## src/rtl/alu_pkg.sv

```systemverilog
// Shared definitions for the execute/writeback slice.
//   - 3-bit branch condition codes (CC_EQ .. CC_AL)
//   - bit positions inside the {S,Z,C,V} flag nibble
//   - encoding of the 2-entry skid buffer occupancy state
//   - cond_holds(): evaluates a condition code against a flag nibble
package alu_pkg;

    localparam logic [2:0] CC_EQ = 3'b000;
    localparam logic [2:0] CC_LT = 3'b001;
    localparam logic [2:0] CC_LE = 3'b010;
    localparam logic [2:0] CC_NE = 3'b011;
    localparam logic [2:0] CC_CS = 3'b100;
    localparam logic [2:0] CC_GE = 3'b101;
    localparam logic [2:0] CC_GT = 3'b110;
    localparam logic [2:0] CC_AL = 3'b111;

    localparam int FLAG_S = 3;
    localparam int FLAG_Z = 2;
    localparam int FLAG_C = 1;
    localparam int FLAG_V = 0;

    typedef enum logic [1:0] {
        SKID_EMPTY = 2'd0,
        SKID_ONE   = 2'd1,
        SKID_TWO   = 2'd2
    } skid_state_t;

    // Signed comparisons use S^V (sign corrected for overflow).
    function automatic logic cond_holds(input logic [3:0] flags, input logic [2:0] cc);
        logic lt;
        logic z;
        lt = flags[FLAG_S] ^ flags[FLAG_V];
        z  = flags[FLAG_Z];
        case (cc)
            CC_EQ:   cond_holds = z;
            CC_LT:   cond_holds = lt;
            CC_LE:   cond_holds = z | lt;
            CC_NE:   cond_holds = ~z;
            CC_CS:   cond_holds = flags[FLAG_C];
            CC_GE:   cond_holds = ~lt;
            CC_GT:   cond_holds = ~z & ~lt;
            default: cond_holds = 1'b1;
        endcase
    endfunction

endpackage

```

## src/rtl/skid_buffer2.sv

```systemverilog
// Two-entry FIFO-ordered valid/ready buffer.
// Ports:
//   clk, rst_n          clock, synchronous active-low reset
//   push                enqueue in_data this cycle (only legal while in_ready)
//   in_ready            registered: buffer is not full
//   in_data [W-1:0]     payload to enqueue
//   out_valid           head entry is valid
//   out_ready           consumer takes the head entry
//   out_data [W-1:0]    head entry payload, held while stalled
module skid_buffer2
    import alu_pkg::*;
#(
    parameter int W = 8
) (
    input  logic         clk,
    input  logic         rst_n,
    input  logic         push,
    output logic         in_ready,
    input  logic [W-1:0] in_data,
    output logic         out_valid,
    input  logic         out_ready,
    output logic [W-1:0] out_data
);

    skid_state_t  state_reg;
    skid_state_t  state_next;
    logic [W-1:0] head_reg;
    logic [W-1:0] tail_reg;
    logic         ready_reg;
    logic         pop;

    assign pop       = (state_reg != SKID_EMPTY) & out_ready;
    assign out_valid = (state_reg != SKID_EMPTY);
    assign out_data  = head_reg;
    assign in_ready  = ready_reg;

    always_comb begin
        state_next = state_reg;
        case (state_reg)
            SKID_EMPTY: if (push) state_next = SKID_ONE;
            SKID_ONE: begin
                if (push && !pop)      state_next = SKID_TWO;
                else if (!push && pop) state_next = SKID_EMPTY;
            end
            SKID_TWO:   if (pop) state_next = SKID_ONE;
            default:    state_next = SKID_EMPTY;
        endcase
    end

    always_ff @(posedge clk) begin
        if (!rst_n) begin
            state_reg <= SKID_EMPTY;
            ready_reg <= 1'b0;
            head_reg  <= '0;
            tail_reg  <= '0;
        end else begin
            state_reg <= state_next;
            // Ready is a pure register so the upstream never sees a
            // combinational path from out_ready.
            ready_reg <= (state_next != SKID_TWO);
            if (((state_reg == SKID_EMPTY) && push) ||
                ((state_reg == SKID_ONE) && push && pop))
                head_reg <= in_data;
            else if ((state_reg == SKID_TWO) && pop)
                head_reg <= tail_reg;
            if ((state_reg == SKID_ONE) && push && !pop)
                tail_reg <= in_data;
        end
    end

endmodule

```

## src/rtl/exec_result_stage.sv

```systemverilog
// Execute-to-writeback stage behind the ALU. Owns the architectural flag
// register, resolves conditional branches against it, squashes the
// branch-shadow beats after a taken branch and forwards surviving beats
// through a 2-entry skid buffer.
// Ports:
//   CLK, RST_N                 clock, synchronous active-low reset
//   IN_VALID / IN_READY        upstream handshake (IN_READY registered)
//   ALU_OUT, FLAG_OUT, FLAG_WE ALU result, {S,Z,C,V}, flag write enable
//   REG_WE, DEST               register write enable and index
//   BR_EN, BR_COND, BR_TARGET  conditional branch request
//   OUT_VALID / OUT_READY      writeback handshake
//   WB_DATA, WB_DEST, WB_WE    writeback payload
//   BR_TAKEN, BR_PC            one-cycle pulse and target of a taken branch
//   FLAGS                      architectural flag register
module exec_result_stage
    import alu_pkg::*;
#(
    parameter int DATA_W = 16,
    parameter int REG_AW = 3,
    parameter int SHADOW = 2
) (
    input  logic              CLK,
    input  logic              RST_N,
    input  logic              IN_VALID,
    output logic              IN_READY,
    input  logic [DATA_W-1:0] ALU_OUT,
    input  logic [3:0]        FLAG_OUT,
    input  logic              FLAG_WE,
    input  logic              REG_WE,
    input  logic [REG_AW-1:0] DEST,
    input  logic              BR_EN,
    input  logic [2:0]        BR_COND,
    input  logic [DATA_W-1:0] BR_TARGET,
    output logic              OUT_VALID,
    input  logic              OUT_READY,
    output logic [DATA_W-1:0] WB_DATA,
    output logic [REG_AW-1:0] WB_DEST,
    output logic              WB_WE,
    output logic              BR_TAKEN,
    output logic [DATA_W-1:0] BR_PC,
    output logic [3:0]        FLAGS
);

    localparam int         PW          = 1 + REG_AW + DATA_W;
    localparam logic [1:0] SHADOW_LOAD = 2'(SHADOW);

    logic [3:0]        flags_reg;
    logic [1:0]        shadow_cnt_reg;
    logic              br_taken_reg;
    logic [DATA_W-1:0] br_pc_reg;

    logic              accept;
    logic              squash;
    logic              live;
    logic              taken;
    logic              in_ready;
    logic [PW-1:0]     enq_data;
    logic [PW-1:0]     head_data;

    assign accept = IN_VALID & in_ready;
    assign squash = (shadow_cnt_reg != 2'd0);
    assign live   = accept & ~squash;
    // Evaluated on flags_reg, i.e. the flags before this edge; a flag
    // update from the previous beat is already registered here.
    assign taken  = live & BR_EN & cond_holds(flags_reg, BR_COND);

    assign enq_data = {REG_WE, DEST, ALU_OUT};

    skid_buffer2 #(
        .W (PW)
    ) u_skid (
        .clk       (CLK),
        .rst_n     (RST_N),
        .push      (live),
        .in_ready  (in_ready),
        .in_data   (enq_data),
        .out_valid (OUT_VALID),
        .out_ready (OUT_READY),
        .out_data  (head_data)
    );

    always_ff @(posedge CLK) begin
        if (!RST_N) begin
            flags_reg      <= 4'b0000;
            shadow_cnt_reg <= 2'd0;
            br_taken_reg   <= 1'b0;
            br_pc_reg      <= '0;
        end else begin
            br_taken_reg <= taken;
            if (taken)
                br_pc_reg <= BR_TARGET;
            if (live && FLAG_WE)
                flags_reg <= FLAG_OUT;
            // A squashed beat cannot branch, so load and decrement never
            // collide.
            if (taken)
                shadow_cnt_reg <= SHADOW_LOAD;
            else if (accept && squash)
                shadow_cnt_reg <= shadow_cnt_reg - 2'd1;
        end
    end

    assign IN_READY = in_ready;
    assign WB_WE    = head_data[PW-1];
    assign WB_DEST  = head_data[DATA_W +: REG_AW];
    assign WB_DATA  = head_data[DATA_W-1:0];
    assign BR_TAKEN = br_taken_reg;
    assign BR_PC    = br_pc_reg;
    assign FLAGS    = flags_reg;

endmodule

```

## config.mk

```make
export PLATFORM = sky130hd
export DESIGN_NAME = exec_result_stage
export DESIGN_NICKNAME = d
export VERILOG_FILES = /design/src/rtl/alu_pkg.sv /design/src/rtl/skid_buffer2.sv /design/src/rtl/exec_result_stage.sv
export SDC_FILE = /design/constraint.sdc
export NUM_CORES = 1
export LEC_CHECK = 0
export CORE_ASPECT_RATIO = 0.6
export CORE_MARGIN = 4
export CORE_UTILIZATION = 45
export DETAILED_ROUTE_END_ITERATION = 8
export HOLD_SLACK_MARGIN = 0.06
export PLACE_DENSITY = 0.81
export SYNTH_ARGS = -nofsm -noshare
export SYNTH_HDL_FRONTEND = slang
export SYNTH_SLANG_ARGS = --single-unit
```

## constraint.sdc

```tcl
create_clock -name CLK -period 2.05 [get_ports CLK]
set_input_delay 0.3075 -clock CLK [delete_from_list [all_inputs] [get_ports CLK]]
set_output_delay 0.3075 -clock CLK [all_outputs]
set_load 0.05 [all_outputs]
```

* After elaboration in Yosys (flattened, before gate mapping)
Cells that the tools add are included.
** Cells by class
- $add $sub $neg :: 1
- Equal/unequal tests :: 9
- Multiplexer cells :: 10
- Bitwise gates (word level) :: 12
- Reductions and logical operators :: 19
** Operators by type and width (number)
- 2-to-1 mux 20 bit :: 2
- 2-to-1 mux 2 bit :: 6
- equality test 3 bit (second input constant) :: 3
- logical AND 1 bit :: 9
- nonzero test 2 bit :: 4
- one-hot mux 1 bit (7 select lines) :: 1
- bitwise AND 1 bit :: 6
- equality test 3 x 2 -> 1 bit (second input constant) :: 2
- one-hot mux 2 bit (3 select lines) :: 1
- inverter 1 bit :: 4
- equality test 3 x 1 -> 1 bit (second input constant) :: 1
- zero test 3 bit :: 1
- equality test 2 x 1 -> 1 bit (second input constant) :: 1
- equality test 2 bit (second input constant) :: 1
- zero test 1 bit :: 2
- zero test 2 bit :: 1
- inequality test 2 bit (second input constant) :: 1
- OR reduction 2 bit :: 1
- subtractor 2 x 1 -> 2 bit (second input constant) :: 1
- logical OR 1 bit :: 1
- bitwise OR 1 bit :: 1
- bitwise XOR 1 bit :: 1
** Word-level totals
- Register bits after elaboration :: 66
- Output and inout port bits :: 43

* Longest topological paths before layout
Gate-level depths: netlist of the first run.
- Word-level depth :: 9
- Depth in mapped cells :: 8

* Modules after synthesis
Synthesis of the first run repeated with hierarchy kept, for this count alone.
** Second synthesis, totals
- Cells, all modules :: 324
- Area, all modules :: 2941.6 um2
** Modules (own cells, without submodules)
- skid_buffer2 :: times used 1, cells each 208, area each 1919.3 um2, sequential area each 860.8 um2
- exec_result_stage :: times used 1, cells each 116, area each 1022.2 um2, sequential area each 460.4 um2

* Worst setup path after synthesis of the first run
No wires, ideal clock.
- Path type :: register -> register
- From :: reg flags_reg[2], in the netlist FLAGS[2]
- To :: reg br_taken_reg, in the netlist BR_TAKEN
- Arrival :: 1.729 ns
- Data required time :: 1.934 ns
- Path slack :: 0.205 ns
- Stages on the path, launching flop included :: 8
- Period minus slack after synthesis :: 1.845 ns
- Cell sequence :: dfxtp_1 -> nor2b_4 -> a211oi_2 -> o21a_1 -> and4bb_4 -> buf_12 -> buf_12 -> and2_2
** Between the ends
- Word-level cells in the longest chain between the ends :: 4
- Elaborated cells between the ends (all ways) :: 5
- Those cells by class :: mux: 1; bitwise: 4
** Ends and longest elaborated chain
- start, declared :: line exec_result_stage.sv:47 : logic [3:0] flags_reg;
- start signal, assigned :: line exec_result_stage.sv:84 : flags_reg <= 4'b0000;
- start signal, assigned :: line exec_result_stage.sv:93 : flags_reg <= FLAG_OUT;
- inverter 1 bit :: line alu_pkg.sv:38, alu_pkg.sv:41
- bitwise AND 1 bit :: line alu_pkg.sv:41 : CC_GT: cond_holds = ~z & ~lt;
- one-hot mux 1 bit (7 select lines) * :: line alu_pkg.sv:34 : case (cc)
- bitwise AND 1 bit * :: line exec_result_stage.sv:65 : assign taken = live & BR_EN & cond_holds(flags_reg, BR_COND);
- end signal, assigned :: line exec_result_stage.sv:89 : br_taken_reg <= taken;
- end, declared :: line exec_result_stage.sv:49 : logic br_taken_reg;
Every way passes the cells marked *; elsewhere a longest branch is shown, timed or not.
A chain may end at the register's enable or synchronous reset.

* Worst setup path after layout of the first run
- From :: reg flags_reg[2], in the netlist FLAGS[2]
- To :: out FLAGS[2]
** RTL lines
- end, declared :: line exec_result_stage.sv:41 : output logic [3:0] FLAGS
No word-level cell between the ends.

==> results of run 1 <==
-- cell usage after synthesis --
library cell  number
or2_2              1
nand3_1            2
and2_1             2
clkbuf_1          17
nand2_1           96
and2_2             1
nor2b_4            1
inv_1              3
a21boi_0          20
nand2b_1           1
buf_12             2
nor2_1             3
a211oi_2           1
mux2i_1           42
nand4_1            1
buf_2              2
o211a_1           20
o21ai_0            2
ha_1               1
o22ai_1            1
nor2b_1            7
and4bb_4           1
nor3_1             1
a21oi_1            3
dfxtp_1           66
xnor2_1            2
o21a_1             2
nor3b_1            1
nand3b_1           2
-- worst max-delay path by stage --
stage | startpoint | cells after the start | end
after global placement | BR_COND[1] | 7 | BR_PC[8]
after detailed placement | BR_COND[1] | 7 | BR_PC[12]
after CTS | FLAGS[2] | 1 | FLAGS[2]
final | FLAGS[2] | 1 | FLAGS[2]
after floorplan | FLAGS[2] | 7 | BR_TAKEN
after global routing | FLAGS[2] | 1 | FLAGS[2]
-- cells in the final DEF, fill, tap and decap left out, drive strengths merged --
cell           Yosys  final
xnor2              2      2
nand4              1      1
a21boi            20     20
or2                1      1
bufinv             0      2
o21a               2      2
clkdlybuf4s50      0     89
inv                3      3
nor2               3      3
o21ai              2      2
nand2             96     96
nor3b              1      1
buf                4     11
and4bb             1      1
a21oi              3      3
nand2b             1      1
mux2i             42     42
ha                 1      1
and2               3      3
a211oi             1      1
nor2b              8      8
clkbuf            17     13
o211a             20     20
nand3b             2      2
dfxtp             66     66
nor3               1      1
nand3              2      2
o22ai              1      1
-- worst reg2reg max path: stages, from the launching register on --
cell and delay, ns:
dfxtp_1 0.33, inv_1 0.06, ha_1 0.17, nand3_1 0.19
and4bb_4 0.51, buf_12 0.16, mux2i_1 0.19
-- per-stage QoR --
stage	utilization, %	setup slack, ns
finish	66.7	0.142
global route	66.7	0.0699
CTS	66.7	0.119
detailed placement	63.1	0.0250
global placement	63.1	0.0953
floorplan	-	0.205
-- per-layer routing --
| layer | vias to the layer above | part of all wire, % |
|---|---|---|
| li1 | 1208 | - |
| met1 | 1099 | 48 |
| met2 | 73 | 43 |
| met3 | 4 | 8.1 |
| met4 | 0 | 0.58 |
| met5 | - | 0 |
-- cell families after synthesis --
logic type               after synthesis  synth area share (%)
AO/OA/AOI/OAI                         49                  14.5
XOR/XNOR                               2                 0.620
adder cells (fa/ha/maj)                1                 0.442
buffers and inverters                 24                  4.42
flip-flops                            66                  46.7
multiplexers                          42                  14.9
AND/OR/NAND/NOR                      120                  18.5
-- final cells by class --
type                            count  share of cell area (%)
Multi-Input combinational cell    214                    34.0
Timing Repair Buffer              100                    25.4
Clock buffer                       13                    3.90
Clock inverter                      2                    1.47
Tap cell                           84                    2.58
Sequential cell                    66                    32.4
Inverter                            3                   0.276
-- power breakdown --
| part | internal (mW) | switching (mW) | total (mW) |
|---|---|---|---|
| logic | 0.264 | 0.329 | 0.593 |
| registers | 1.34 | 0.0358 | 1.37 |
| clock network | 0.746 | 0.457 | 1.20 |
==> flow_summary.json, run 1 <==
{
  "wl_mm": 6.67,
  "die_width_um": 110,
  "yosys.area.top_type": "dfxtp_1",
  "synthTopCellsByArea": "dfxtp_1, mux2i_1, nand2_1",
  "max_stage_delay_ns": 0.84,
  "start_kind": "flop",
  "vias": 2384,
  "hold_path_class": "reg2reg",
  "worstPathMaxFanout": 4,
  "grt_setup_unrepaired": "no",
  "finalSetupViolations": 0,
  "design.portCount": 92,
  "worst-r2r-setup-slack_ns": 0.36,
  "status": "complete, no violations",
  "worstReg2RegEnd": "BR_PC[10]",
  "rows": 22,
  "cp-end-kind": "output pin",
  "register_area_um2": 1320,
  "finalCritPeriodShare_pct": 93.1,
  "antenna_found_initial": 0,
  "netlist_instances": 304,
  "slew_viol_final": 0,
  "holdWs_ns": 0.458,
  "cts_tree": "done",
  "grt_max_degree": 54,
  "hold_end": "BR_PC[7]",
  "htree_levels": 3,
  "multi_input_area_um2": 1390,
  "cts_setup_buffers": 0,
  "rr_startpoint": "shadow_cnt_reg[0]",
  "grt_overflow": 0,
  "drv_cap": 0,
  "syn_nets": 354,
  "placed_area_um2": 3860,
  "fillers": 512,
  "grt_pass1_vias": 2415,
  "die_h_um": 69.4,
  "final_nets": 444,
  "yosys_warnings": 0,
  "use_met3_pct": 8.56,
  "skew_ns": 0.00514,
  "design_area_um2": 4080,
  "hp-start": "BR_PC[7]",
  "clk_path_buf_depth": 2,
  "grt_use_met1_pct": 23.6,
  "drcViolationCount": 0,
  "clkTransAtPathRegs_ns": 0.07,
  "hold_viol": 0,
  "root_buffer": "clkbuf_8",
  "clkSinkCount": 66,
  "routedWlPerCell_um": 13.8,
  "ant_nets": 0,
  "cts_resized": 0,
  "drive_above_1_share_pct": 7.54,
  "firstDrtPassIters": 5,
  "power.total_mw": 3.17,
  "path_cells": "clkdlybuf4s50_1",
  "fin_tns_setup_ns": 0,
  "grtUsageTotal_pct": 18.2,
  "vias_per_cell": 4.95,
  "worstHoldPathCells": 2,
  "area_growth_pct": 44.2,
  "drtIter0Drc": 76,
  "synth.ff_latch_count": 66,
  "numCtsBuffers": 9,
  "port_buffers": 91,
  "met2_usage_pct": 28.0,
  "crit_required_ns": 1.74,
  "p_leak_nw": 1.84,
  "hpwl_mm": 4.61,
  "ff2ff_path_depth": 6,
  "synth-seq-area-share_pct": 46.7,
  "yosysTopAreaCellShare_pct": 46.7,
  "synth_area_um2": 2830,
  "hold_buffers": 0,
  "path_class": "reg2out",
  "grt_pass1_wl_mm": 11.1,
  "slowest_stage": "clkdlybuf4s50_1",
  "place_congestion": 0.769,
  "max-vdd-ir-drop_mv": 0.390,
  "critical_path.top_delay_family": "buffers and inverters",
  "crit_buf_inv": 1,
  "period_minus_slack_ns": 1.91,
  "worstPathArrival_ns": 1.60,
  "fmax_mhz": 524,
  "final_cells": 482,
  "placed_cells": 467,
  "tightest_slew_ns": 0.544,
  "diodes": 0,
  "start_util_pct": 46.3,
  "core_area_um2": 6110,
  "die_area_um2": 7660,
  "slew_headroom_pct": 63.6,
  "synth_cell_types": 29,
  "grt_most_used_layer": "met2",
  "p_per_area_nw_per_um2": 778,
  "clk_latency_ns": 0.34,
  "synth.avg_cell_area_um2": 9.30
}
No activity file was read; power rests on OpenSTA's default activity.
==> run 2: changes to the inputs <==
--- a/config.mk
+++ b/config.mk
@@ -7,10 +7,11 @@
 export LEC_CHECK = 0
 export CORE_ASPECT_RATIO = 0.6
 export CORE_MARGIN = 4
-export CORE_UTILIZATION = 45
+export CORE_UTILIZATION = 46
 export DETAILED_ROUTE_END_ITERATION = 8
 export HOLD_SLACK_MARGIN = 0.06
-export PLACE_DENSITY = 0.81
+export PLACE_DENSITY = 0.83
+export SLEW_MARGIN = 20
 export SYNTH_ARGS = -nofsm -noshare
 export SYNTH_HDL_FRONTEND = slang
 export SYNTH_SLANG_ARGS = --single-unit
==> run 2 against run 1 <==
Compared with the run above: final cell count shrank 0.83%; sequential share of layout area grew 0.21 points; critical path type unchanged; largest cell class unchanged; sequential cell count is the same; global-route usage grew 0.27 points; clock power shrank 9%.
==> flow_summary.json, run 2 (synthesis results as in run 1) <==
{
  "worstPathArrival_ns": 1.57,
  "period_minus_slack_ns": 1.88,
  "critical_path.top_delay_family": "buffers and inverters",
  "die_area_um2": 7510,
  "final_cells": 478,
  "htree_levels": 3,
  "hold_buffers": 0,
  "crit_required_ns": 1.74,
  "slew_viol_final": 0,
  "status": "complete, no violations",
  "antenna_found_initial": 0,
  "rows": 21,
  "max_stage_delay_ns": 0.83,
  "max-vdd-ir-drop_mv": 0.476,
  "ff2ff_path_depth": 6,
  "placed_cells": 462,
  "layout_commonest_cell": "nand2_1",
  "final_nets": 443,
  "finalCritPeriodShare_pct": 91.6,
  "hpwl_mm": 4.56,
  "clk_path_buf_depth": 2,
  "numCtsBuffers": 9,
  "diodes": 0,
  "root_buffer": "clkbuf_8",
  "grtUsageTotal_pct": 18.5,
  "cp.depth": 1,
  "start_kind": "flop",
  "grt_setup_unrepaired": "no",
  "die_width_um": 109,
  "ant_nets": 0,
  "slew_headroom_pct": 64.1,
  "skew_ns": 0.0119,
  "grt_pass1_wl_mm": 10.7,
  "grt_overflow": 0,
  "grt_max_degree": 83,
  "cp-end-kind": "output pin",
  "design.portCount": 92,
  "start_util_pct": 49.1,
  "worstPathMaxFanout": 4,
  "finalSetupViolations": 0,
  "holdWs_ns": 0.460,
  "area_growth_pct": 43.2,
  "drv_cap": 0,
  "utilization_pct": 70.4,
  "slowest_stage": "clkdlybuf4s50_1",
  "hold_path_class": "reg2reg",
  "clkSinkCount": 66,
  "vias": 2357,
  "cts_setup_buffers": 0,
  "die_h_um": 68.7,
  "worstHoldPathCells": 2,
  "grt_pass1_vias": 2338,
  "p_leak_nw": 1.83,
  "clkTransAtPathRegs_ns": 0.07,
  "clk_latency_ns": 0.33,
  "firstDrtPassIters": 4,
  "path_class": "reg2out",
  "place_congestion": 0.768,
  "cts_tree": "done",
  "tightest_slew_ns": 0.538,
  "routedWlPerCell_um": 13.8,
  "crit_buf_inv": 1,
  "fmax_mhz": 533,
  "fin_tns_setup_ns": 0,
  "layout_common_cells": "nand2_1, clkdlybuf4s50_1, dfxtp_1",
  "path_cells": "clkdlybuf4s50_1",
  "drive_above_1_share_pct": 7.79,
  "drtIter0Drc": 79,
  "wl_mm": 6.58,
  "power.total_mw": 3.06,
  "vias_per_cell": 4.93,
  "drcViolationCount": 0,
  "hold_viol": 0,
  "p_per_area_nw_per_um2": 755,
  "cts_resized": 0,
  "port_buffers": 91,
  "core_area_um2": 5750
}
## run 2: cell type report
cell class	instances	area, µm²
Clock buffer	12	155
Clock inverter	4	50.0
Fill cell	443	1700
Inverter	3	11.3
Multi-Input combinational cell	214	1390
Sequential cell	66	1320
Tap cell	80	100
Timing Repair Buffer	99	1030
## run 2: stage by stage
| stage | setup slack (ns) | cell area [µm²] |
|---|---|---|
| 2_1_floorplan | 0.205 | 2830 |
| 3_3_place_gp | 0.0825 | 3840 |
| 3_5_place_dp | -0.00524 | 3840 |
| 4_1_cts | 0.136 | 4050 |
| 5_1_grt | 0.0900 | 4050 |
| 6_report | 0.173 | 4050 |
## run 2: path summary, 6_finish.rpt
kind | start | endpoint | slack [ns]
max | FLAGS[2] | FLAGS[2] | 0.17
min | BR_PC[9] | BR_PC[9] | 0.46
max reg2reg | shadow_cnt_reg[0] | BR_PC[12] | 0.34
min reg2reg | BR_PC[9] | BR_PC[9] | 0.46
## run 2: power breakdown
group          leakage, nW  internal (mW)  switching [mW]
combinational         1.19          0.263           0.327
clock               0.0986          0.626           0.466
sequential           0.537           1.34          0.0355
## run 2: metal layers
layer | up-vias | wire length, µm | track usage [%]
li1 | 1197 | - | -
met1 | 1078 | 3240 | 24.0
met2 | 80 | 2810 | 28.4
met3 | 2 | 538 | 8.56
met4 | 0 | 4 | 3.58
met5 | - | 0 | 0
